File: src/rtl/addsub_seq_if.sv
// addsub_seq_if: operand/result handshake bundle for the sequential adder/subtractor
interface addsub_seq_if #(parameter int WIDTH = 16);
    logic             in_valid;
    logic             in_ready;
    logic             sub;
    logic [WIDTH-1:0] a;
    logic [WIDTH-1:0] b;
    logic             out_valid;
    logic             out_ready;
    logic [WIDTH-1:0] s;
    logic             co;
    logic             ovf;
    logic             zero;
    modport master (
        output in_valid, sub, a, b, out_ready,
        input  in_ready, out_valid, s, co, ovf, zero
    );
    modport slave (
        input  in_valid, sub, a, b, out_ready,
        output in_ready, out_valid, s, co, ovf, zero
    );
endinterface

File: src/rtl/addsub_seq.sv
// addsub_seq: multi-cycle add/sub, CHUNK bits per clock; define ADDSUB_SEQ_SAT_EN for signed saturation
module addsub_seq #(
    parameter int WIDTH = 16,
    parameter int CHUNK = 4
) (
    input logic         clk,
    input logic         rst_n,
    addsub_seq_if.slave bus
);
    localparam int N  = WIDTH / CHUNK;
    localparam int KW = (N > 1) ? $clog2(N) : 1;
    typedef enum logic [1:0] {IDLE, RUN, DONE} state_t;
    state_t           state, state_next;
    logic [KW-1:0]    k;
    logic [WIDTH-1:0] a_r, b_r, s_r, s_cat, s_fin;
    logic [CHUNK:0]   chunk_sum;
    logic             carry, co_r, ovf_r, zero_r, last, msb_cin, fin_ovf;
    // state register
    always_ff @(posedge clk) begin
        if (!rst_n) state <= IDLE;
        else        state <= state_next;
    end
    // next state and handshake outputs, decoded from registered state only
    always_comb begin
        bus.in_ready  = (state == IDLE);
        bus.out_valid = (state == DONE);
        state_next    = (state == IDLE) ? (bus.in_valid ? RUN : IDLE) :
                        (state == RUN)  ? (last ? DONE : RUN) :
                                          (bus.out_ready ? IDLE : DONE);
    end
    // one chunk of the ripple, plus the overflow/clamp resolution used on the last chunk
    always_comb begin
        last      = (k == KW'(N - 1));
        chunk_sum = {1'b0, a_r[k*CHUNK +: CHUNK]} + {1'b0, b_r[k*CHUNK +: CHUNK]} + {{CHUNK{1'b0}}, carry};
        s_cat     = s_r;
        s_cat[k*CHUNK +: CHUNK] = chunk_sum[CHUNK-1:0];
        msb_cin   = a_r[WIDTH-1] ^ b_r[WIDTH-1] ^ s_cat[WIDTH-1];
        fin_ovf   = msb_cin ^ chunk_sum[CHUNK];
`ifdef ADDSUB_SEQ_SAT_EN
        s_fin     = !fin_ovf ? s_cat :
                    a_r[WIDTH-1] ? {1'b1, {(WIDTH-1){1'b0}}} : {1'b0, {(WIDTH-1){1'b1}}};
`else
        s_fin     = s_cat;
`endif
    end
    // operand capture, chunk accumulation and flag writeback
    always_ff @(posedge clk) begin
        if (!rst_n) begin
            k      <= '0;
            carry  <= 1'b0;
            a_r    <= '0;
            b_r    <= '0;
            s_r    <= '0;
            co_r   <= 1'b0;
            ovf_r  <= 1'b0;
            zero_r <= 1'b0;
        end else if (state == IDLE && bus.in_valid) begin
            a_r   <= bus.a;
            b_r   <= bus.b ^ {WIDTH{bus.sub}};
            carry <= bus.sub;
            k     <= '0;
        end else if (state == RUN) begin
            carry <= chunk_sum[CHUNK];
            k     <= last ? '0 : k + 1'b1;
            s_r   <= last ? s_fin : s_cat;
            if (last) begin
                co_r   <= chunk_sum[CHUNK];
                ovf_r  <= fin_ovf;
                zero_r <= (s_fin == '0);
            end
        end
    end
    assign bus.s    = s_r;
    assign bus.co   = co_r;
    assign bus.ovf  = ovf_r;
    assign bus.zero = zero_r;
endmodule
File: src/flat_wrapper.sv
// flat-port wrapper written by rule: the top's interface ports become plain ports
module addsub_seq_flat 
#(
    parameter int WIDTH = 16,
    parameter int CHUNK = 4
)
  (clk, rst_n, bus_in_valid, bus_sub, bus_a, bus_b, bus_out_ready, bus_in_ready, bus_out_valid, bus_s, bus_co, bus_ovf, bus_zero);
  addsub_seq_if #(.WIDTH(WIDTH)) bus_i ();
  input logic clk;
  input logic rst_n;
  input wire logic [$bits(bus_i.in_valid)-1:0] bus_in_valid;
  input wire logic [$bits(bus_i.sub)-1:0] bus_sub;
  input wire logic [$bits(bus_i.a)-1:0] bus_a;
  input wire logic [$bits(bus_i.b)-1:0] bus_b;
  input wire logic [$bits(bus_i.out_ready)-1:0] bus_out_ready;
  output wire logic [$bits(bus_i.in_ready)-1:0] bus_in_ready;
  output wire logic [$bits(bus_i.out_valid)-1:0] bus_out_valid;
  output wire logic [$bits(bus_i.s)-1:0] bus_s;
  output wire logic [$bits(bus_i.co)-1:0] bus_co;
  output wire logic [$bits(bus_i.ovf)-1:0] bus_ovf;
  output wire logic [$bits(bus_i.zero)-1:0] bus_zero;
  assign bus_i.in_valid = bus_in_valid;
  assign bus_i.sub = bus_sub;
  assign bus_i.a = bus_a;
  assign bus_i.b = bus_b;
  assign bus_i.out_ready = bus_out_ready;
  assign bus_in_ready = bus_i.in_ready;
  assign bus_out_valid = bus_i.out_valid;
  assign bus_s = bus_i.s;
  assign bus_co = bus_i.co;
  assign bus_ovf = bus_i.ovf;
  assign bus_zero = bus_i.zero;
  addsub_seq #(.WIDTH(WIDTH), .CHUNK(CHUNK)) u_core (.clk(clk), .rst_n(rst_n), .bus(bus_i));
endmodule
File: config.mk
export PLATFORM = sky130hd
export DESIGN_NAME = addsub_seq_flat
export DESIGN_NICKNAME = d
export VERILOG_FILES = /design/src/rtl/addsub_seq_if.sv /design/src/rtl/addsub_seq.sv /design/src/flat_wrapper.sv
export SDC_FILE = /design/constraint.sdc
export NUM_CORES = 1
export LEC_CHECK = 0
export ABC_AREA = 1
export BUFFER_PORTS_ARGS = -buffer_cell sky130_fd_sc_hd__buf_4
export CAP_MARGIN = 20
export CORE_ASPECT_RATIO = 1.5
export CORE_MARGIN = 2
export CORE_UTILIZATION = 40
export CTS_BUF_LIST = sky130_fd_sc_hd__clkbuf_8
export DETAILED_ROUTE_END_ITERATION = 8
export MAX_ROUTING_LAYER = met4
export PLACE_DENSITY_LB_ADDON = 0.2
export SETUP_SLACK_MARGIN = 0.4
export SYNTH_ARGS = -nofsm -noshare
export SYNTH_HDL_FRONTEND = slang
export SYNTH_SLANG_ARGS = --single-unit
File: constraint.sdc
create_clock -name clk -period 2.6 [get_ports clk]
set_input_delay 0.26 -clock clk [delete_from_list [all_inputs] [get_ports clk]]
set_output_delay 0.26 -clock clk [all_outputs]
set_load 0.02 [all_outputs]
==> summary.md, run 1 <==
| Metric | Value |
|---|---|
| Worst R2R End | u_core.bus.zero$_SDFFE_PN0P_ |
| Chip Height | 110 um |
| Endpoint with the worst hold slack | u_core.state[1]$_SDFF_PP0_ |
| Critical Path End Type | flip-flop |
| Number of distinct library cells after synthesis | 34 |
| Antenna violations before repair | 0 |
| H-tree lvl count | 2 |
| RSZ-0062 raised after global routing | yes |
| Clock root buffer master | clkbuf_8 |
| WL/cell | 12.5 um |
| Actual transition at the worst max-transition pin | 0.478 ns |
| Largest cells by area after synthesis | dfxtp_1 (37%), nor2_1 (9.2%), o21ai_0 (8.0%), nand2_1 (7.2%), inv_1 (6.0%) |
| Max Fclk | 403 MHz |
| Clk slew on worst S/H paths | 0.10 ns |
| Starting density of the core | 41.4% |
| Static leakage power | 1.81 nW |
| Clock network fraction of design power | 21.0% |
| Core Footprint | 7230 um2 |
| Switch Pwr | 0.000840 W |
| Via density per instance | 4.88 |
| DRT antenna net count | 0 |
| Number of flip-flops and latches in the synthesized netlist | 56 |
| Combined area of all synthesized cells | 2990 um2 |
| Synthesis-to-layout area growth | 31.5% |
| Class of the most critical setup path | flip-flop to flip-flop |
| Min-Delay Startpoint | bus_out_ready |
| Io pins | 58 |
| Share of total power in sequential cells | 43.1% |
| Endpoints failing setup | 0 |
| Vias in the first global route | 2,666 |
| Maximum number of pins on one net before global-route repair | 46 |
| Antenna fix cells | 0 |
| Clock sinks | 56 |
| Fraction of layout instances using a drive strength above 1 | 31.1% |
| Overall routing resource usage | 19.0% |
| Worst-Skew Late Latency | 0.31 ns |
| I/O Buffers | 57 |
| Share of Yosys cell area claimed by the top area cell type | 37.5% |
| Peak supply drop | 0.276 mV |
| Origin of the critical flop-to-flop path | u_core.k[1]$_SDFFE_PP0P_ |
| Remaining max-slew budget at the tightest pin | 68.1% |
| Result of the run | complete, no violations |
| Die width | 74.6 um |
| Starting DRT DRC Count | 76 |
| Power Dens Cells | 602 nW/um2 |
| Bufs on Longest Clock Path | 2 |
| Gate power share | 35.9% |
| Filler cells | 757 |
| Global-route wire length before repair | 11.8 mm |
| Avg Cell Area, Syn | 7.10 um2 |
| Cell row count | 38 |
| RD Place Congestion | 0.863 |
| Number of remaining DRC errors | 0 |
| Inst Count DP | 567 |
| Required time at the worst-slack endpoint | 2.85 ns |
| Final instance area | 3930 um2 |
| CP Data Arrival Time | 2.73 ns |
| Largest area contributor in the synthesized netlist | dfxtp_1 |
| Full die area | 8200 um2 |
| Vias | 2,852 |
| Slack of the worst reg-to-reg path | 0.12 ns |
| Number of hold-slack violations in the final timing report | 0 |
| Switching part of the total | 35.5% |
| Count of pins over their slew limit | 0 |
| Mapped Cells | 421 |
| Post-detail-place hpwl | 5.46 mm |
| CP Max Fanout | 3 |
| Placement-stage cell area | 3560 um2 |
| Worst reg-to-reg path cell count | 16 |
| Min Clock Period, post-route | 2.48 ns |
| Final setup skew | 0.00757 ns |
| Tightest Hold Check Type | input pin to flip-flop |
| Utilization of the core after routing | 54.4% |
| Internal | 0.00153 W |
| CTS tree | yes |
| Total length of routed wires | 7.34 mm |
| Non-Filler Instances | 585 |
| CTS Hold Bufs | 0 |
| Post-synthesis net count | 469 |
| Number of buffers created by CTS | 5 |
| First-pass DRT Iterations | 4 |
| Sequential fraction of the synthesis area | 37.5% |
| Cell count of the worst hold path | 2 |
| Type of element launching the critical path | flip-flop |
| Fraction of the cycle the final worst path needs | 95.6% |
| Total grt overflow | 0 |
| Max Cap Violations | 0 |
| Nets@finish | 532 |
| Count of yosys warnings during synthesis | 0 |
-- cell usage after synthesis --
cell       number
nand3_2         2
buf_1           1
nor2_2          5
a2111oi_0       1
nand4_1         4
o22ai_1         7
a21oi_2         1
o211ai_1       13
nand2_1        57
clkbuf_1       12
a21oi_1        10
nor2_1         73
nand2_2         3
ha_1            9
a32oi_1         2
o21ai_0        48
dfxtp_1        56
inv_1          48
xnor2_1        17
fa_1            2
buf_4           1
a31oi_1         1
buf_2           8
a21o_1          1
a21boi_1        1
a211oi_1        5
o21a_1          2
xor2_1          2
a22oi_1         1
nor2_4          1
nand3b_1        1
nand3_1        19
or2_2           1
inv_2           6
-- worst max-delay path, stage by stage (launching register included) --
cell and delay [ns]:
dfxtp_4 0.38, buf_6 0.10, o21ai_1 0.08, o22ai_4 0.17, fa_2 0.26, inv_2 0.04
fa_2 0.55, nor2_4 0.04, nand2_1 0.08, nor2_2 0.04, nor2_2 0.10, nand2_1 0.06
nor2_1 0.11, nand3_1 0.11, nor2_1 0.11, nand3_1 0.07, a21oi_1 0.12
-- state kept, by name (all words and copies together), names as in the netlist --
register / flops
u_core.a_r: 16
u_core.b_r: 16
u_core.bus.s: 16
u_core.k: 2
u_core.state: 2
u_core.bus.co: 1
u_core.bus.ovf: 1
u_core.bus.zero: 1
u_core.carry: 1
-- area by class of cell --
cell class,instances,area (um2),share of cell area (%)
flip-flops and latches,56,1130,28.7
multi-input cells,289,1760,44.8
repair buffers,78,612,15.6
clock inverters,2,11.3,0.286
inverters,54,210,5.35
well taps,100,125,3.18
clock buffers,6,82.6,2.10
-- cell usage in the layout (no fill, tap or decap), types with 4 or more instances in the layout --
cell	netlist	final
inv_2	6	12
nand2_2	3	16
buf_4	1	71
a211oi_1	5	5
a21oi_1	10	9
nor2_4	1	5
ha_1	9	8
nor2_1	73	66
nand3_1	19	17
o211ai_1	13	13
nor2_2	5	8
nand3_2	2	4
nand4_1	4	4
o21ai_1	0	7
dfxtp_1	56	54
inv_1	48	42
clkbuf_8	0	6
nand2_1	57	43
xnor2_1	17	17
o21ai_0	48	37
buf_6	0	7
-- routing by layer --
| metal | up-vias | track usage [%] | share of wire (%) |
|---|---|---|---|
| li1 | 1482 | - | - |
| met4 | 0 | 7.14 | 3.1 |
| met3 | 19 | 3.12 | 3.0 |
| met2 | 55 | 34.1 | 54 |
| met1 | 1296 | 20.7 | 40 |
| met5 | - | - | 0 |
-- metrics by stage --
| stage | hold slack (ns) | worst slack (ns) | TNS, ns | total power, W |
|---|---|---|---|---|
| 6_report | 0.135 | 0.116 | 0 | 0.00237 |
| 5_1_grt | 0.137 | -0.0241 | -0.0241 | 0.00253 |
| 4_1_cts | 0.129 | 0.164 | 0 | 0.00230 |
| 3_5_place_dp | 0.468 | -0.0153 | -0.0153 | 0.00175 |
| 3_3_place_gp | 0.462 | 0.0689 | 0 | 0.00175 |
| 2_1_floorplan | 0.377 | 0.0806 | 0 | 0.00154 |
-- cells by family (layout without fill, tap and decap cells) --
| family | count (synthesis) | after routing | synth area share, % |
|---|---|---|---|
| AND/OR/NAND/NOR | 166 | 166 | 23.5 |
| AO/OA/AOI/OAI | 93 | 93 | 18.3 |
| buffers and inverters | 76 | 140 | 10.0 |
| flip-flops | 56 | 56 | 37.5 |
| XOR/XNOR | 19 | 19 | 5.56 |
| adder cells (fa/ha/maj) | 11 | 11 | 5.10 |
-- power groups by stage --
stage,registers [W],clock network [W],logic [W]
floorplan,0.00106,0,0.000486
global placement,0.00104,0,0.000709
detailed placement,0.00104,0,0.000716
CTS,0.00102,0.000513,0.000771
global route,0.00103,0.000549,0.000949
finish,0.00102,0.000496,0.000850
-- worst max path at each step --
stage	from	to	slack (ns)
after floorplan	u_core.k[0]$_SDFFE_PP0P_	u_core.bus.zero$_SDFFE_PN0P_	0.08
after global placement	u_core.k[0]$_SDFFE_PP0P_	u_core.bus.zero$_SDFFE_PN0P_	0.07
after detailed placement	u_core.k[0]$_SDFFE_PP0P_	u_core.bus.zero$_SDFFE_PN0P_	-0.02
after CTS	u_core.k[0]$_SDFFE_PP0P_	u_core.bus.zero$_SDFFE_PN0P_	0.16
after global routing	u_core.k[0]$_SDFFE_PP0P_	u_core.bus.zero$_SDFFE_PN0P_	-0.02
final	u_core.k[1]$_SDFFE_PP0P_	u_core.bus.zero$_SDFFE_PN0P_	0.12
-- timing repair --
action	4_1_cts	5_1_grt
endpoints found under the setup margin	14	15
pin swaps	15	15
resized for setup	26	39
buffers inserted	8	2
(Power assumes the default switching activity.)
==> run 2, diff against run 1 <==
ABC_AREA = unset   (was 1)
==> run 2 against run 1 <==
- hold slack improved by 0.059 ns
- core utilization rose by 0.34 points
- global-route usage fell by 0.96 points
- clock skew rose by 0.0085 ns
- first-iteration DRC count increased by 13%
- via count is 14% lower
- routed wire length shrank 3.8%
- register-to-register slack barely moved
- synthesized cell count is 24% lower
- critical path type unchanged
- critical endpoint is now u_core.bus.ovf$_SDFFE_PN0P_
- largest cell class unchanged
==> summary.md, run 2 <==
| Metric | Value |
|---|---|
| Result of the run | complete, no violations |
| Full die area | 8010 um2 (-2.2%) |
| Count of yosys warnings during synthesis | 0 (unchanged) |
| Antenna violations before repair | 0 (unchanged) |
| Maximum number of pins on one net before global-route repair | 52 (+13%) |
| Largest cells by area after synthesis | dfxtp_1 (38%), nand2_1 (8.1%), o211a_1 (6.9%), mux4_2 (6.2%), xnor2_1 (5.4%) |
| Sequential fraction of the synthesis area | 38.4% (+0.90 points) |
| Slack of the worst reg-to-reg path | 0.12 ns (about the same) |
| Clk slew on worst S/H paths | 0.11 ns (about the same) |
| Nets@finish | 430 (-19%) |
| Cell mode on critical path | fa_2 |
| CP Max Fanout | 8 (+5) |
| Met2 Usage GRT | 33.2% (-0.91 points) |
| Die width | 73.8 um (-1.1%) |
| Tightest Hold Check Type | input pin to flip-flop |
| Async set-or-reset flop fraction in the synthesized netlist | 0% (unchanged) |
| Mapped Cells | 319 (-24%) |
| Delay of the slowest critical-path stage | 0.54 ns (about the same) |
| Max Cap Violations | 0 (unchanged) |
| CP Data Arrival Time | 2.70 ns (-0.03 ns) |
| Global routing's busiest layer | met2 |
| Max Fclk | 402 MHz (about the same) |
| Post-synthesis net count | 367 (-22%) |
| Io pins | 58 (unchanged) |
| Utilization of the core after routing | 54.7% (+0.34 points) |
| Combined area of all synthesized cells | 2920 um2 (-2.3%) |
| Avg Cell Area, Syn | 9.15 um2 (+29%) |
| Overall routing resource usage | 18.1% (-0.96 points) |
| Post-detail-place hpwl | 5.04 mm (-7.6%) |
| CTS Hold Bufs | 0 (unchanged) |
| First-pass DRT Iterations | 4 (unchanged) |
| Static leakage power | 1.67 nW (-7.7%) |
| Cell row count | 38 (unchanged) |
| Starting DRT DRC Count | 86 (+13%) |
| Count of flip-flops with a built-in enable after synthesis | 0 (unchanged) |
| Bufs on Longest Clock Path | 2 (unchanged) |
| Power Dens Cells | 516 nW/um2 (-14%) |
| Routing usage on met3 | 3.42% (+0.30 points) |
| GRT met1 Usage | 17.6% (-3.1 points) |
| Clock sinks | 56 (unchanged) |
| CTS tree | yes |
| Number of flip-flops and latches in the synthesized netlist | 56 (unchanged) |
| RD Place Congestion | 0.873 (+1.2%) |
| I/O Buffers | 57 (unchanged) |
| Most common cell after layout, fill and taps aside | buf_4 |
| Share of Yosys cell area claimed by the top area cell type | 38.4% (+0.90 points) |
| Number of remaining DRC errors | 0 (unchanged) |
| Synthesis-to-layout area growth | 34.6% |
| Type of element launching the critical path | flip-flop |
| Chip Height | 109 um (-1.1%) |
| Top-count cell post-synth | nand2_1 |
| Most common library cells after synthesis | nand2_1 (63), dfxtp_1 (56), o211a_1 (20), a21boi_0 (18), xnor2_1 (18) |
| Worst setup path end | u_core.bus.ovf$_SDFFE_PN0P_ |
| Starting density of the core | 40.7% (-0.70 points) |
| Core Footprint | 7180 um2 (-0.66%) |
| Antenna fix cells | 0 (unchanged) |
| Worst R2R End | u_core.bus.ovf$_SDFFE_PN0P_ |
| Total grt overflow | 0 (unchanged) |
| Vias | 2,458 (-14%) |
| Fraction of the cycle the final worst path needs | 95.6% (about the same) |
| Largest area contributor in the synthesized netlist | dfxtp_1 |
| Vias in the first global route | 2,314 (-13%) |
| DRT antenna net count | 0 (unchanged) |
| Critical-path top delay cell | mux4_2 |
| Number of distinct library cells after synthesis | 44 (+29%) |
| Peak supply drop | 0.261 mV (-5.3%) |
| Predominant post-synthesis flop cell | dfxtp_1 |
| Endpoints failing setup | 0 (unchanged) |
| Clock root buffer master | clkbuf_8 |
| Total length of routed wires | 7.06 mm (-3.8%) |
| Count of pins over their slew limit | 0 (unchanged) |
| Final setup skew | 0.0161 ns (+0.00853 ns) |
| Logic depth of the worst setup path including buffers | 9 (-7) |
| H-tree lvl count | 2 (unchanged) |
| Area of the multi-input gates | 1930 um2 (+9.8%) |
| Top Family by Delay on Critical Path | adder cells |
| Remaining max-slew budget at the tightest pin | 60.8% (-7.3 points) |
| Total area of sequential cells | 1120 um2 (-0.33%) |
| Required time at the worst-slack endpoint | 2.82 ns (-0.03 ns) |
| List of cells traversed by the critical path | mux4_2, fa_2, inv_2, fa_2, nand2b_4, o2bb2ai_4, xnor2_2, xnor2_1, a21oi_1 |
| Critical Path End Type | flip-flop |
| RSZ-0062 raised after global routing | yes |
| Actual transition at the worst max-transition pin | 0.586 ns (+0.108 ns) |
| Number of buffers created by CTS | 5 (unchanged) |
| Worst reg-to-reg path cell count | 9 (-7) |
| Origin of the critical flop-to-flop path | u_core.k[0]$_SDFFE_PP0P_ |
| Via density per instance | 5.10 (+4.6%) |
| Number of hold-slack violations in the final timing report | 0 (unchanged) |
| Worst-Skew Late Latency | 0.32 ns (about the same) |
| Class of the most critical setup path | flip-flop to flip-flop |
| Global-route wire length before repair | 10.7 mm (-9.3%) |
| Bufs and invs on worst path | 1 (-1) |
| Filler cells | 688 (-9.1%) |
| WL/cell | 14.6 um (+17%) |
| Critical path startpoint | u_core.k[0]$_SDFFE_PP0P_ |
| Fraction of layout instances using a drive strength above 1 | 34.0% (+2.9 points) |
| Final sum of negative setup slack | 0 ns (unchanged) |
| Commonest cells after routing, fill and taps aside | buf_4 (73), nand2_1 (62), dfxtp_1 (55), o211a_1 (20) |
| Min Clock Period, post-route | 2.48 ns (+0.000497 ns) |
==> run 2: cell types whose count changed after synthesis, moves of 13 or more <==
cell      change
inv_1        -41
o21ai_0      -47
nor2_1       -57
a21boi_0     +18
o211ai_1     -13
nor2b_1      +16
o211a_1      +20
nand3_1      -16
==> run 2: power breakdown <==
group / switching (W) / total, W / internal, W / leakage [nW]
clock network: 0.000281 / 0.000560 / 0.000279 / 0.0554
logic: 0.000259 / 0.000523 / 0.000264 / 1.15
registers: 0.0000351 / 0.000943 / 0.000908 / 0.460
==> run 2: how the worst min path moves through the flow <==
stage / from / end / slack [ns] / cells after the start
6_report: bus_out_ready / u_core.state[1]$_SDFF_PP0_ / 0.19 / 3
5_1_grt: bus_a[11] / u_core.a_r[11]$_SDFFE_PN0P_ / 0.20 / 3
4_1_cts: bus_a[5] / u_core.a_r[5]$_SDFFE_PN0P_ / 0.20 / 3
3_5_place_dp: u_core.a_r[10]$_SDFFE_PN0P_ / u_core.a_r[10]$_SDFFE_PN0P_ / 0.46 / 2
3_3_place_gp: u_core.a_r[10]$_SDFFE_PN0P_ / u_core.a_r[10]$_SDFFE_PN0P_ / 0.45 / 2
2_1_floorplan: bus_a[15] / u_core.a_r[15]$_SDFFE_PN0P_ / 0.40 / 2
==> run 2: per-stage QoR <==
| step | cells | power (W) | area [um2] | hold WS, ns | setup slack [ns] |
|---|---|---|---|---|---|
| 2_1_floorplan | 319 | 0.00124 | 2960 | 0.405 | 0.146 |
| 3_3_place_gp | 461 | 0.00136 | 3460 | 0.452 | 0.114 |
| 3_5_place_dp | 461 | 0.00137 | 3460 | 0.457 | 0.0899 |
| 4_1_cts | 471 | 0.00194 | 3630 | 0.196 | 0.151 |
| 5_1_grt | 482 | 0.00213 | 3930 | 0.200 | 0.00967 |
| 6_report | 482 | 0.00203 | 3930 | 0.193 | 0.115 |
==> run 2: repair_timing <==
action | CTS | global route
buffers inserted | 3 | 11
gates cloned | 0 | 0
endpoints found under the setup margin | 17 | 20
pin swaps | 8 | 15
resized for setup | 6 | 37
==> run 2: area by class of cell <==
class                      count  area share (%)
sequential                    56            28.6
clock buffer                   5            1.75
inverter                       7           0.764
timing repair buffer          78            15.6
clock inverter                 2           0.860
tap                          100            3.18
multi-input combinational    234            49.2
==> run 2: cells by family after synthesis <==
| group | Yosys count | synth area share, % |
|---|---|---|
| AND/OR/NAND/NOR | 122 | 19.6 |
| XOR/XNOR | 20 | 6.00 |
| AO/OA/AOI/OAI | 71 | 19.5 |
| buffers and inverters | 29 | 4.46 |
| multiplexers | 10 | 6.86 |
| flip-flops | 56 | 38.4 |
| adder cells (fa/ha/maj) | 11 | 5.23 |
==> run 2: per-layer routing <==
metal / vias up / share of wire [%]
li1: 1231 / -
met5: - / 0
met3: 18 / 2.7
met1: 1159 / 37
met4: 0 / 3.8
met2: 50 / 56
==> run 2: worst min-delay path, stage by stage <==
cell and delay [ns]:
buf_4 0.07, nand2b_1 0.08, a21boi_0 0.06
==> run 3, diff against run 2 <==
PLACE_DENSITY = 0.66   (was unset)
PLACE_DENSITY_LB_ADDON = unset   (was 0.2)
==> run 3 against run 2 <==
- flip-flop and latch count is the same
- critical path depth is the same
- cell area shrank 0.32%
- count of clock-buffer cells in the layout grew 1
- global-route usage grew 0.20 points
- power shrank 4.3%
- via count grew 0.33%
- routed wire length shrank 0.71%
- highest routed layer unchanged
==> summary.md, run 3 (synthesis results as in run 2) <==
| Metric | Value |
|---|---|
| Starting DRT DRC Count | 105 (+22%) |
| Total length of routed wires | 7.01 mm (-0.71%) |
| Number of buffers created by CTS | 5 (unchanged) |
| Final setup skew | 0.00561 ns (-0.0105 ns) |
| Number of hold-slack violations in the final timing report | 0 (unchanged) |
| Synthesis-to-layout area growth | 34.1% |
| Most common cell after layout, fill and taps aside | buf_4 |
| I/O Buffers | 57 (unchanged) |
| Final total power | 0.00194 W (-4.3%) |
| Cell count of the worst hold path | 3 (unchanged) |
| M1 wire length | 2.55 mm (-2.5%) |
| CP Max Fanout | 7 (-1) |
| H-tree lvl count | 2 (unchanged) |
| Met3 WL post-DR | 264 um (+38%) |
| Class of the most critical setup path | flip-flop to flip-flop |
| Starting density of the core | 40.7% (unchanged) |
| Remaining max-slew budget at the tightest pin | 61.9% (+1.1 points) |
| Clk slew on worst S/H paths | 0.09 ns (-0.02 ns) |
| Required time at the worst-slack endpoint | 2.80 ns (-0.02 ns) |
| CTS tree | yes |
| CTS Hold Bufs | 0 (unchanged) |
| Full die area | 8010 um2 (unchanged) |
| Filler cells | 646 (-6.1%) |
| Via density per instance | 5.07 (-0.50%) |
| Power Dens Cells | 495 nW/um2 (-4.0%) |
| Count of pins over their slew limit | 0 (unchanged) |
| Worst hold-check slack | 0.195 ns (+0.00166 ns) |
| Fraction of layout instances using a drive strength above 1 | 33.7% (-0.35 points) |
| Min Clock Period, post-route | 2.53 ns (+0.0454 ns) |
| Overall routing resource usage | 18.3% (+0.20 points) |
| Final sum of negative setup slack | 0 ns (unchanged) |
| Nets@finish | 433 (+0.70%) |
| Commonest cells after routing, fill and taps aside | buf_4 (74), nand2_1 (61), dfxtp_1 (54), o211a_1 (20) |
| Maximum number of pins on one net before global-route repair | 57 (+9.6%) |
| Tightest Hold Check Type | input pin to flip-flop |
| Vias | 2,466 (+0.33%) |
| RD Place Congestion | 0.915 (+4.9%) |
| Peak supply drop | 0.271 mV (+3.7%) |
| Global-route wire length before repair | 11.0 mm (+2.6%) |
| Critical Path End Type | flip-flop |
| Total grt overflow | 0 (unchanged) |
| WL/cell | 14.4 um (-1.5%) |
| Result of the run | complete, no violations |
| Worst-Skew Late Latency | 0.31 ns (about the same) |
| CP Data Arrival Time | 2.73 ns (+0.03 ns) |
| Die width | 73.8 um (unchanged) |
| RSZ-0062 raised after global routing | yes |
| Endpoints failing setup | 0 (unchanged) |
| Placement-stage cell area | 3460 um2 (-0.14%) |
| Highest metal layer with signal wires | met4 |
| Clock root buffer master | clkbuf_8 |
| Static leakage power | 1.68 nW (+0.96%) |
| Final instance area | 3920 um2 (-0.32%) |
| Worst reg-to-reg path cell count | 9 (unchanged) |
| Total met2 wirelength after detailed routing | 3.89 mm (-2.3%) |
| Antenna violations before repair | 0 (unchanged) |
| Core Footprint | 7180 um2 (unchanged) |
| Post-detail-place hpwl | 4.92 mm (-2.3%) |
| Number of remaining DRC errors | 0 (unchanged) |
| Io pins | 58 (unchanged) |
| Type of element launching the critical path | flip-flop |
| Clock sinks | 56 (unchanged) |
| Chip Height | 109 um (unchanged) |
| Fraction of the cycle the final worst path needs | 97.3% (+1.7 points) |
| Vias in the first global route | 2,415 (+4.4%) |
| First-pass DRT Iterations | 4 (unchanged) |
| Antenna fix cells | 0 (unchanged) |
| DRT antenna net count | 0 (unchanged) |
| Cell row count | 38 (unchanged) |
| Max Fclk | 395 MHz (-1.8%) |
| Actual transition at the worst max-transition pin | 0.570 ns (-0.0166 ns) |
| Utilization of the core after routing | 54.6% (-0.17 points) |
| Max Cap Violations | 0 (unchanged) |
| Bufs on Longest Clock Path | 2 (unchanged) |
-- run 3: cell types whose count changed in the layout (fill, tap and decap cells not counted), moves of 2 or more --
| cell | before | now |
|---|---|---|
| buf_6 | 4 | 6 |
| ha_4 | 5 | 3 |
| inv_1 | 6 | 8 |
| nor2_2 | 0 | 2 |
| nor2_4 | 3 | 1 |
| nor4_2 | 2 | 0 |
-- run 3: final timing paths --
check,endpoint,startpoint,slack (ns)
max,u_core.bus.zero$_SDFFE_PN0P_,u_core.k[0]$_SDFFE_PP0P_,0.07
min,u_core.a_r[9]$_SDFFE_PN0P_,bus_a[9],0.19
max reg2reg,u_core.bus.zero$_SDFFE_PN0P_,u_core.k[0]$_SDFFE_PP0P_,0.07
min reg2reg,u_core.a_r[14]$_SDFFE_PN0P_,u_core.a_r[14]$_SDFFE_PN0P_,0.48
-- run 3: through the flow --
| step | std cells | setup WS (ns) |
|---|---|---|
| 6_report | 486 | 0.0696 |
| 3_3_place_gp | 462 | 0.153 |
| 3_5_place_dp | 462 | 0.105 |
| 2_1_floorplan | 319 | 0.146 |
| 4_1_cts | 481 | 0.154 |
| 5_1_grt | 486 | 0.0296 |
-- run 3: critical path, stage by stage, from the launching register on --
cell and delay, ns:
dfxtp_4 0.42, buf_4 0.14, buf_6 0.09, mux4_2 0.55, ha_4 0.31, nand3_4 0.09, and3_4 0.18, or2_2 0.29
a211oi_1 0.23, o31ai_1 0.11
-- run 3: layout make-up --
class	count	area [um2]	area share (%)
Timing Repair Buffer	81	643	16.4
Clock buffer	6	82.6	2.11
Inverter	7	26.3	0.671
Sequential cell	56	1130	28.7
Tap cell	100	125	3.19
Clock inverter	2	7.51	0.192
Multi-Input combinational cell	234	1910	48.7
-- run 3: report_power, final --
group          switching [W]  internal (W)  leakage, nW  total (W)
Combinational       0.000254      0.000257         1.17   0.000510
Clock               0.000274      0.000210       0.0538   0.000485
Sequential         0.0000355      0.000908        0.460   0.000943
-- run 3: routing by layer --
layer	vias to the layer above	track usage [%]
met5	-	-
met4	0	9.22
met3	25	2.40
met2	70	33.4
met1	1133	18.5
li1	1238	-
-- run 3: repair_timing --
action / in CTS / in global routing
buffers inserted: 11 / 5
resized for setup: 23 / 18
setup endpoints to repair: 16 / 19
pin swaps: 12 / 8
